<file path="config.mk">
export PLATFORM = sky130hd
export DESIGN_NAME = fetch_decode_queue
export DESIGN_NICKNAME = d
export VERILOG_FILES = /design/src/rtl/fetch_decode_queue.sv
export SDC_FILE = /design/constraint.sdc
export NUM_CORES = 1
export LEC_CHECK = 0
export CAP_MARGIN = 40
export CORE_MARGIN = 8
export CORE_UTILIZATION = 40
export CTS_BUF_LIST = sky130_fd_sc_hd__clkbuf_8
export CTS_CLUSTER_DIAMETER = 30
export DETAILED_ROUTE_END_ITERATION = 8
export GPL_TIMING_DRIVEN = 0
export PLACE_DENSITY_LB_ADDON = 0.1
export SLEW_MARGIN = 20
export SYNTH_ARGS = -nofsm -noshare
export SYNTH_HDL_FRONTEND = slang
export SYNTH_SLANG_ARGS = --single-unit
export TNS_END_PERCENT = 50
</file>
<file path="constraint.sdc">
create_clock -name clk -period 4.57 [get_ports clk]
set_input_delay 1.371 -clock clk [delete_from_list [all_inputs] [get_ports clk]]
set_output_delay 1.371 -clock clk [all_outputs]
set_load 0.05 [all_outputs]
</file>
<file path="src/rtl/fetch_decode_queue.sv">
// fetch_decode_queue: circular instruction/PC queue between fetch and decode.
// Handshakes are valid/ready on both sides. The queue supports flush, a halted
// freeze, and presents NOP/0 when nothing is valid.
// Optional macro FDQ_BYPASS_EN: when the queue is empty, a push is forwarded
// to pop_* in the same cycle.
module fetch_decode_queue #(
  parameter int unsigned            INSTR_W = 32,
  parameter int unsigned            PC_W    = 32,
  parameter int unsigned            DEPTH   = 4,
  parameter logic [INSTR_W-1:0]     NOP     = '0
) (
  input  logic                         clk,
  input  logic                         reset_n,
  input  logic                         halted,
  input  logic                         flush,
  input  logic                         push_valid,
  output logic                         push_ready,
  input  logic [INSTR_W-1:0]           push_instr,
  input  logic [PC_W-1:0]              push_pc,
  output logic                         pop_valid,
  input  logic                         pop_ready,
  output logic [INSTR_W-1:0]           pop_instr,
  output logic [PC_W-1:0]              pop_pc,
  output logic [$clog2(DEPTH+1)-1:0]   count,
  output logic                         almost_full
);

  localparam int unsigned PTR_W = $clog2(DEPTH);
  localparam int unsigned CNT_W = $clog2(DEPTH+1);

  logic [PTR_W-1:0]   rd_ptr_q, rd_ptr_d;
  logic [PTR_W-1:0]   wr_ptr_q, wr_ptr_d;
  logic [CNT_W-1:0]   count_q, count_d;
  logic [INSTR_W-1:0] instr_mem_q [DEPTH];
  logic [INSTR_W-1:0] instr_mem_d [DEPTH];
  logic [PC_W-1:0]    pc_mem_q    [DEPTH];
  logic [PC_W-1:0]    pc_mem_d    [DEPTH];

  logic full, empty;
  logic push_fire, pop_fire;
  logic bypass_take;
  logic wr_en, rd_en;

  // Status flags and handshake outputs; pop side is register-driven unless bypassing.
  always_comb begin
    full        = (count_q == CNT_W'(DEPTH));
    empty       = (count_q == '0);
    push_ready  = !full && !halted;
    count       = count_q;
    almost_full = (count_q >= CNT_W'(DEPTH - 1));
    pop_valid   = !empty && !halted;
    pop_instr   = NOP;
    pop_pc      = '0;
    bypass_take = 1'b0;
    if (pop_valid) begin
      pop_instr = instr_mem_q[rd_ptr_q];
      pop_pc    = pc_mem_q[rd_ptr_q];
    end
`ifdef FDQ_BYPASS_EN
    else if (empty && push_valid && !flush && !halted) begin
      pop_valid   = 1'b1;
      pop_instr   = push_instr;
      pop_pc      = push_pc;
      bypass_take = pop_ready;
    end
`endif
    push_fire = push_valid && push_ready && !flush;
    pop_fire  = pop_valid && pop_ready && !halted && !flush;
    // A bypassed entry that is consumed immediately never touches storage.
    wr_en     = push_fire && !bypass_take;
    rd_en     = pop_fire && !bypass_take;
  end

  // Next-state for pointers, occupancy and storage.
  always_comb begin
    rd_ptr_d    = rd_ptr_q;
    wr_ptr_d    = wr_ptr_q;
    count_d     = count_q;
    instr_mem_d = instr_mem_q;
    pc_mem_d    = pc_mem_q;
    if (flush) begin
      rd_ptr_d = '0;
      wr_ptr_d = '0;
      count_d  = '0;
    end else begin
      if (wr_en) begin
        instr_mem_d[wr_ptr_q] = push_instr;
        pc_mem_d[wr_ptr_q]    = push_pc;
        wr_ptr_d              = wr_ptr_q + 1'b1;
      end
      if (rd_en) begin
        rd_ptr_d = rd_ptr_q + 1'b1;
      end
      if (wr_en && !rd_en) begin
        count_d = count_q + 1'b1;
      end else if (rd_en && !wr_en) begin
        count_d = count_q - 1'b1;
      end
    end
  end

  // Control registers with synchronous active-low reset.
  always_ff @(posedge clk) begin
    if (!reset_n) begin
      rd_ptr_q <= '0;
      wr_ptr_q <= '0;
      count_q  <= '0;
    end else begin
      rd_ptr_q <= rd_ptr_d;
      wr_ptr_q <= wr_ptr_d;
      count_q  <= count_d;
    end
  end

  // Entry storage; contents are only meaningful under count, so no reset.
  always_ff @(posedge clk) begin
    instr_mem_q <= instr_mem_d;
    pc_mem_q    <= pc_mem_d;
  end

endmodule

</file>
==> results of run 1 <==
-- routing by layer --
| layer | track usage | vias up |
|---|---|---|
| li1 | - | 2276 |
| met1 | 0.1652 | 2557 |
| met2 | 0.2382 | 145 |
| met3 | 0.04015 | 39 |
| met4 | 0.04415 | 2 |
| met5 | 0 | - |
-- layout make-up --
cell class / count / area, µm² / area share
plain buffers: 22 / 172.7 / 0.01327
clock buffers: 53 / 729.5 / 0.05607
clock inverters: 43 / 345.3 / 0.02654
inverters: 4 / 15.01 / 0.001154
multi-input cells: 169 / 2158 / 0.1659
flip-flops and latches: 263 / 7828 / 0.6017
well taps: 330 / 412.9 / 0.03174
repair buffers: 143 / 1349 / 0.1037
-- synthesized netlist by cell type --
cell type  number  area [µm²]
dfxtp_1         7       140.1
nand3b_1        1       7.510
mux2i_1         1       10.01
buf_12          3       60.06
xor2_1          2       17.52
nor2_1          5       18.77
o21ai_0         3       15.01
and2_1         68       425.4
fa_1            1       20.02
or3_1           3       18.77
a21oi_1         3       15.01
a21o_1          1       7.510
edfxtp_1      256        7687
buf_4           1       7.510
clkbuf_1        8       30.03
buf_6           2       22.52
or4_1           1       7.510
o211ai_1        1       7.510
nor2b_1         1       6.260
mux4_2         64        1441
ha_1            5       62.56
o311a_1         1       10.01
nor3b_1         1       7.510
nor3_2          1       10.01
nor3_1          1       5.000
inv_1           4       15.01
nand2_1         1       3.750
a31o_2          1       8.760
o31ai_1         1       7.510
nand2b_1        2       12.51
buf_2           8       40.04
-- where the power goes --
part           internal, mW  switching (mW)  total (mW)
clock network          1.42           0.958        2.38
logic                 0.108           0.137       0.244
registers              2.67         0.00620        2.68
total                  4.20            1.10        5.31
-- state kept, by name, summed over array words and instances (netlist names) --
register	cells
count	3
instr_mem_q	128
wr_ptr_q	2
rd_ptr_q	2
pc_mem_q	128
-- worst max-delay path by stage --
stage	cells past startpoint	endpoint
6_report	6	pop_instr[19]
5_1_grt	6	pop_instr[19]
4_1_cts	5	pop_pc[6]
3_5_place_dp	6	pop_instr[10]
3_3_place_gp	4	instr_mem_q[104]
2_1_floorplan	3	pop_pc[10]
-- kinds of logic (layout without fill, tap and decap cells) --
group,after synthesis,count (layout),share of synthesized area
XOR/XNOR,2,2,0.001726
multiplexers,65,65,0.1430
AND/OR/NAND/NOR,85,85,0.05154
adder cells (fa/ha/maj),6,6,0.008137
buffers and inverters,26,265,0.01726
AO/OA/AOI/OAI,11,11,0.007028
flip-flops,263,263,0.7713
-- critical path: cells and delay by family --
kind / cells / cell delay, ns
buf+inv: 4 / 1.33
simple gates: 2 / 0.37
-- stage by stage --
stage | hold slack, ns | cells | area (µm²)
after floorplan | 0.4918 | 458 | 10150
after global placement | 0.5031 | 927 | 11950
after detailed placement | 0.5345 | 931 | 12040
after CTS | 0.5424 | 1027 | 13140
after global routing | 0.5578 | 1027 | 13010
final | 0.5393 | 1027 | 13010
-- repair_timing --
action / in CTS / in global routing
hold buffers: 0 / 0
setup endpoints to repair: 65 / 49
resized for setup: 171 / 56
==> results.ini, run 1 <==
[synth]
ys_ff_latch=263
syn-num-nets=534
netlist_area_um2=10150
yosysSeqAreaShare=0.7713
postSynthCellCount=458
ys_warn_count=0
syn_area_per_cell_um2=22.16
synth_cell_type_count=31

[global_route]
grt_pass1_wl_um=32750
globalRouteOverflowTotal=0
grt_max_degree=40
grt_pass1_vias=5850
antenna_found_initial=1
grt_usage=0.1384

[finish]
drive_gt1_frac=0.3171
fin_util=0.5196
fillers=2081
area_growth_pct=28.20
final_cell_mix=edfxtp_1, clkdlybuf4s50_1, mux4_2, and2_1, clkbuf_8
layout_commonest_cell=edfxtp_1
nets=732
diodes=0

[timing]
max_clock_freq_mhz=224.8
fin_ws_ns=0.1212
rsz0062_at_grt=yes
fin_crit_ns=4.449
slew_violations=0
final_hold_viol_count=0
slew_headroom=0.5485
tns_ns=0
period_share=0.9735
setup_violations=0
worstMarginPinSlew_ns=0.6758
fin_skew_ns=0.01454

[worst_setup_path]
critPathMaxFanout=10
worstPathRequired_ns=3.20
r2r_cells=8
setup.worst_path.start=halted
slowest_delay_ns=0.49
worst_r2r_endpoint=count[2]
criticalPathCategory=in2out
cp_slowest_cell=clkdlybuf4s50_1
reg2reg_slack_ns=1.82
critPathCaptureType=primary output
cp.arrival_ns=3.08
crit_chain=clkdlybuf4s50_1 > nor2_2 > buf_4 > buf_2 > and2_1 > clkdlybuf4s18_2
rr_startpoint=count[0]
start_kind=input pin

[cts]
clk_latency_ns=0.54
clk_pin_slew_worst_paths_ns=0.05
cts_setup_buffers=0
cts_max_level=2
numCtsBuffers=53
max-clock-path-buffers=3
cts.sinks=263
cts_tree=yes
root_buffer=clkbuf_8

[detailed_routing]
top_layer=met5
post_drt_wl_per_cell_um=20.47
vias=5019
first_pass_iters=4
met2_length_um=10560
drt_wl_total_um=21020
vias_per_cell=4.887
detail-route-antenna-nets=0
drt-met1-wl_um=8833
drc=0
dr_wl_met3_um=1224
first_iter_violations=216

[hold_path]
min_path_type=reg2reg
hold_start=wr_ptr_q[0]
holdPathEnd=wr_ptr_q[0]
hold_depth=2

[floorplan]
initial_utilization=0.4053
io-pin-count=140
die_x_um=175.3
num_rows=58
core_area_um2=25040
die_h_um=175.3
dieArea_um2=30720

[placement]
dp_slack_ns=-0.7892
port_buffers=139
gp_congestion=0.6916
dp_hpwl_um=12710

[run_status]
status=completed

[pwr]
p_per_area_nw_per_um2=407.8
finalPower_mw=5.305
irDropWorstVdd_mv=0.2299
power.leakage_nw=4.353

[job]
maxCapViolCount=0

Power figures use the tool's default switching activity.
==> run 2: changes to the inputs <==
CORE_UTILIZATION = 50   (was 40)
==> run 2 against run 1 <==
  * Global-route usage grew 2.7 points
  * Cell count shrank 7.2%
  * Wire length shrank 4.8%
  * Total power shrank 7.6%
  * Worst hold slack gained 0.0019 ns
  * Maximum frequency shrank 0.38%
  * Sequential power is essentially flat
  * Register-to-register slack gained 0.14 ns
  * Via count grew 0.16%
  * Design area shrank 2.4%
  * Core utilization grew 11 points
  * Critical path type unchanged
==> results.ini, run 2 (synthesis results as in run 1) <==
[timing]
slew_headroom=0.5373  ; was 0.5485
whs_ns=0.5413  ; was 0.5393 ns
final_hold_viol_count=0  ; unchanged
setup_violations=0  ; unchanged
worstMarginPinSlew_ns=0.6926  ; was 0.6758 ns
fin_skew_ns=0.01220  ; was 0.01454 ns
tns_ns=0  ; unchanged
fin_crit_ns=4.466  ; was 4.449 ns
rsz0062_at_grt=no  ; was yes
max_clock_freq_mhz=223.9  ; was 224.8 MHz
slew_violations=0  ; unchanged
period_share=0.9772  ; was 0.9735

[worst_setup_path]
reg2reg_slack_ns=1.96  ; was 1.82 ns
r2r_cells=8  ; unchanged
worst_r2r_endpoint=count[2]  ; unchanged
critPathMaxFanout=10  ; unchanged
start_kind=input pin  ; unchanged
critPathCaptureType=primary output  ; unchanged
rr_startpoint=count[0]  ; unchanged
worstPathRequired_ns=3.20  ; about the same
cp.arrival_ns=3.09  ; was 3.08 ns
criticalPathCategory=in2out  ; unchanged

[floorplan]
num_rows=52  ; was 58
io-pin-count=140  ; unchanged
core_area_um2=20100  ; was 25040 µm²
dieArea_um2=25110  ; was 30720 µm²
die_x_um=158.5  ; was 175.3 µm
initial_utilization=0.5048  ; was 0.4053
die_h_um=158.5  ; was 175.3 µm

[global_route]
grt_pass1_vias=5664  ; was 5850
grt_max_degree=39  ; was 40
grt_pass1_wl_um=31220  ; was 32750 µm
antenna_found_initial=0  ; was 1
grt_usage=0.1657  ; was 0.1384
globalRouteOverflowTotal=0  ; unchanged

[detailed_routing]
post_drt_wl_per_cell_um=21.00  ; was 20.47 µm
detail-route-antenna-nets=0  ; unchanged
drt_wl_total_um=20010  ; was 21020 µm
drc=0  ; unchanged
first_iter_violations=219  ; was 216
vias=5027  ; was 5019
first_pass_iters=5  ; was 4
vias_per_cell=5.275  ; was 4.887

[cts]
cts_tree=yes  ; unchanged
clk_pin_slew_worst_paths_ns=0.06  ; was 0.05 ns
cts.sinks=263  ; unchanged
root_buffer=clkbuf_8  ; unchanged
numCtsBuffers=46  ; was 53
clk_latency_ns=0.53  ; was 0.54 ns
hold_buffers=0  ; unchanged
cts_setup_buffers=0  ; unchanged
cts_max_level=2  ; unchanged
max-clock-path-buffers=3  ; unchanged

[finish]
drive_gt1_frac=0.3031  ; was 0.3171
finalNonFillerCells=953  ; was 1027
area_growth_pct=25.11  ; was 28.20%
diodes=0  ; unchanged
nets=725  ; was 732
final_cell_mix=edfxtp_1, clkdlybuf4s50_1, mux4_2, and2_1, clkbuf_8  ; unchanged
layout_commonest_cell=edfxtp_1  ; unchanged

[hold_path]
holdPathEnd=wr_ptr_q[1]  ; was wr_ptr_q[0]
hold_start=wr_ptr_q[1]  ; was wr_ptr_q[0]
hold_depth=2  ; unchanged
min_path_type=reg2reg  ; unchanged

[placement]
port_buffers=139  ; unchanged
gp_congestion=0.8329  ; was 0.6916
dp_cells=871  ; was 931
dp_hpwl_um=12500  ; was 12710 µm

[job]
maxCapViolCount=0  ; unchanged

[run_status]
status=completed  ; unchanged

[pwr]
p_per_area_nw_per_um2=386.3  ; was 407.8 nW/µm²
finalPower_mw=4.904  ; was 5.305 mW
power.leakage_nw=4.299  ; was 4.353 nW
irDropWorstVdd_mv=0.2589  ; was 0.2299 mV

run 2: worst max-delay path by stage:
| stage | start | to | slack, ns | depth (start not counted) |
|---|---|---|---|---|
| after global placement | halted | instr_mem_q[1] | -1.22 | 4 |
| final | halted | pop_instr[17] | 0.10 | 6 |
| after global routing | halted | pop_instr[10] | 0.0003 | 6 |
| after floorplan | halted | pop_pc[10] | 0.58 | 3 |
| after detailed placement | halted | pop_instr[30] | -0.73 | 6 |
| after CTS | halted | pop_pc[21] | -0.01 | 5 |
run 2: stage by stage:
| stage | instance area [µm²] | worst slack [ns] | util |
|---|---|---|---|
| finish | 12700 | 0.1042 | 0.6316 |
| global route | 12700 | 0.0003431 | 0.6316 |
| CTS | 12880 | -0.01217 | 0.6408 |
| detailed placement | 11990 | -0.7290 | 0.5964 |
| global placement | 11880 | -1.223 | 0.5908 |
| floorplan | 10150 | 0.5843 | - |
run 2: report_power, final:
group	internal (mW)	leakage (nW)	switching, mW
combinational	0.107	1.43	0.137
clock	1.10	0.496	0.884
sequential	2.67	2.37	0.00614
run 2: area by class of cell:
cell class	instances	area, µm²
clock buffer	49	674.4
timing repair buffer	143	1328
sequential	263	7828
buffer	22	168.9
tap	270	337.8
clock inverter	33	187.7
multi-input combinational	169	2158
inverter	4	15.01
fill	1460	7407
run 2: routing by layer:
metal / share of wire / track usage
met1: 0.40 / 0.1971
met5: 0 / 0
met4: 0.020 / 0.05568
met2: 0.52 / 0.2905
met3: 0.057 / 0.04072
run 2: critical path, cell delays in order:
cell             delay [ns]
clkdlybuf4s50_1        0.52
nor2_2                 0.20
buf_4                  0.23
clkbuf_2               0.24
and2_1                 0.16
clkdlybuf4s18_2        0.37
run 2: what timing repair did:
| item | CTS | global route |
|---|---|---|
| gates cloned | 0 | 0 |
| resized for setup | 179 | 71 |
| setup endpoints to repair | 65 | 54 |
==> run 3: changes to the inputs <==
ABC_AREA = 0   (was unset)
==> results of run 3 <==
Same layout as run 2: the final DEF is identical, and so are final timing and power.
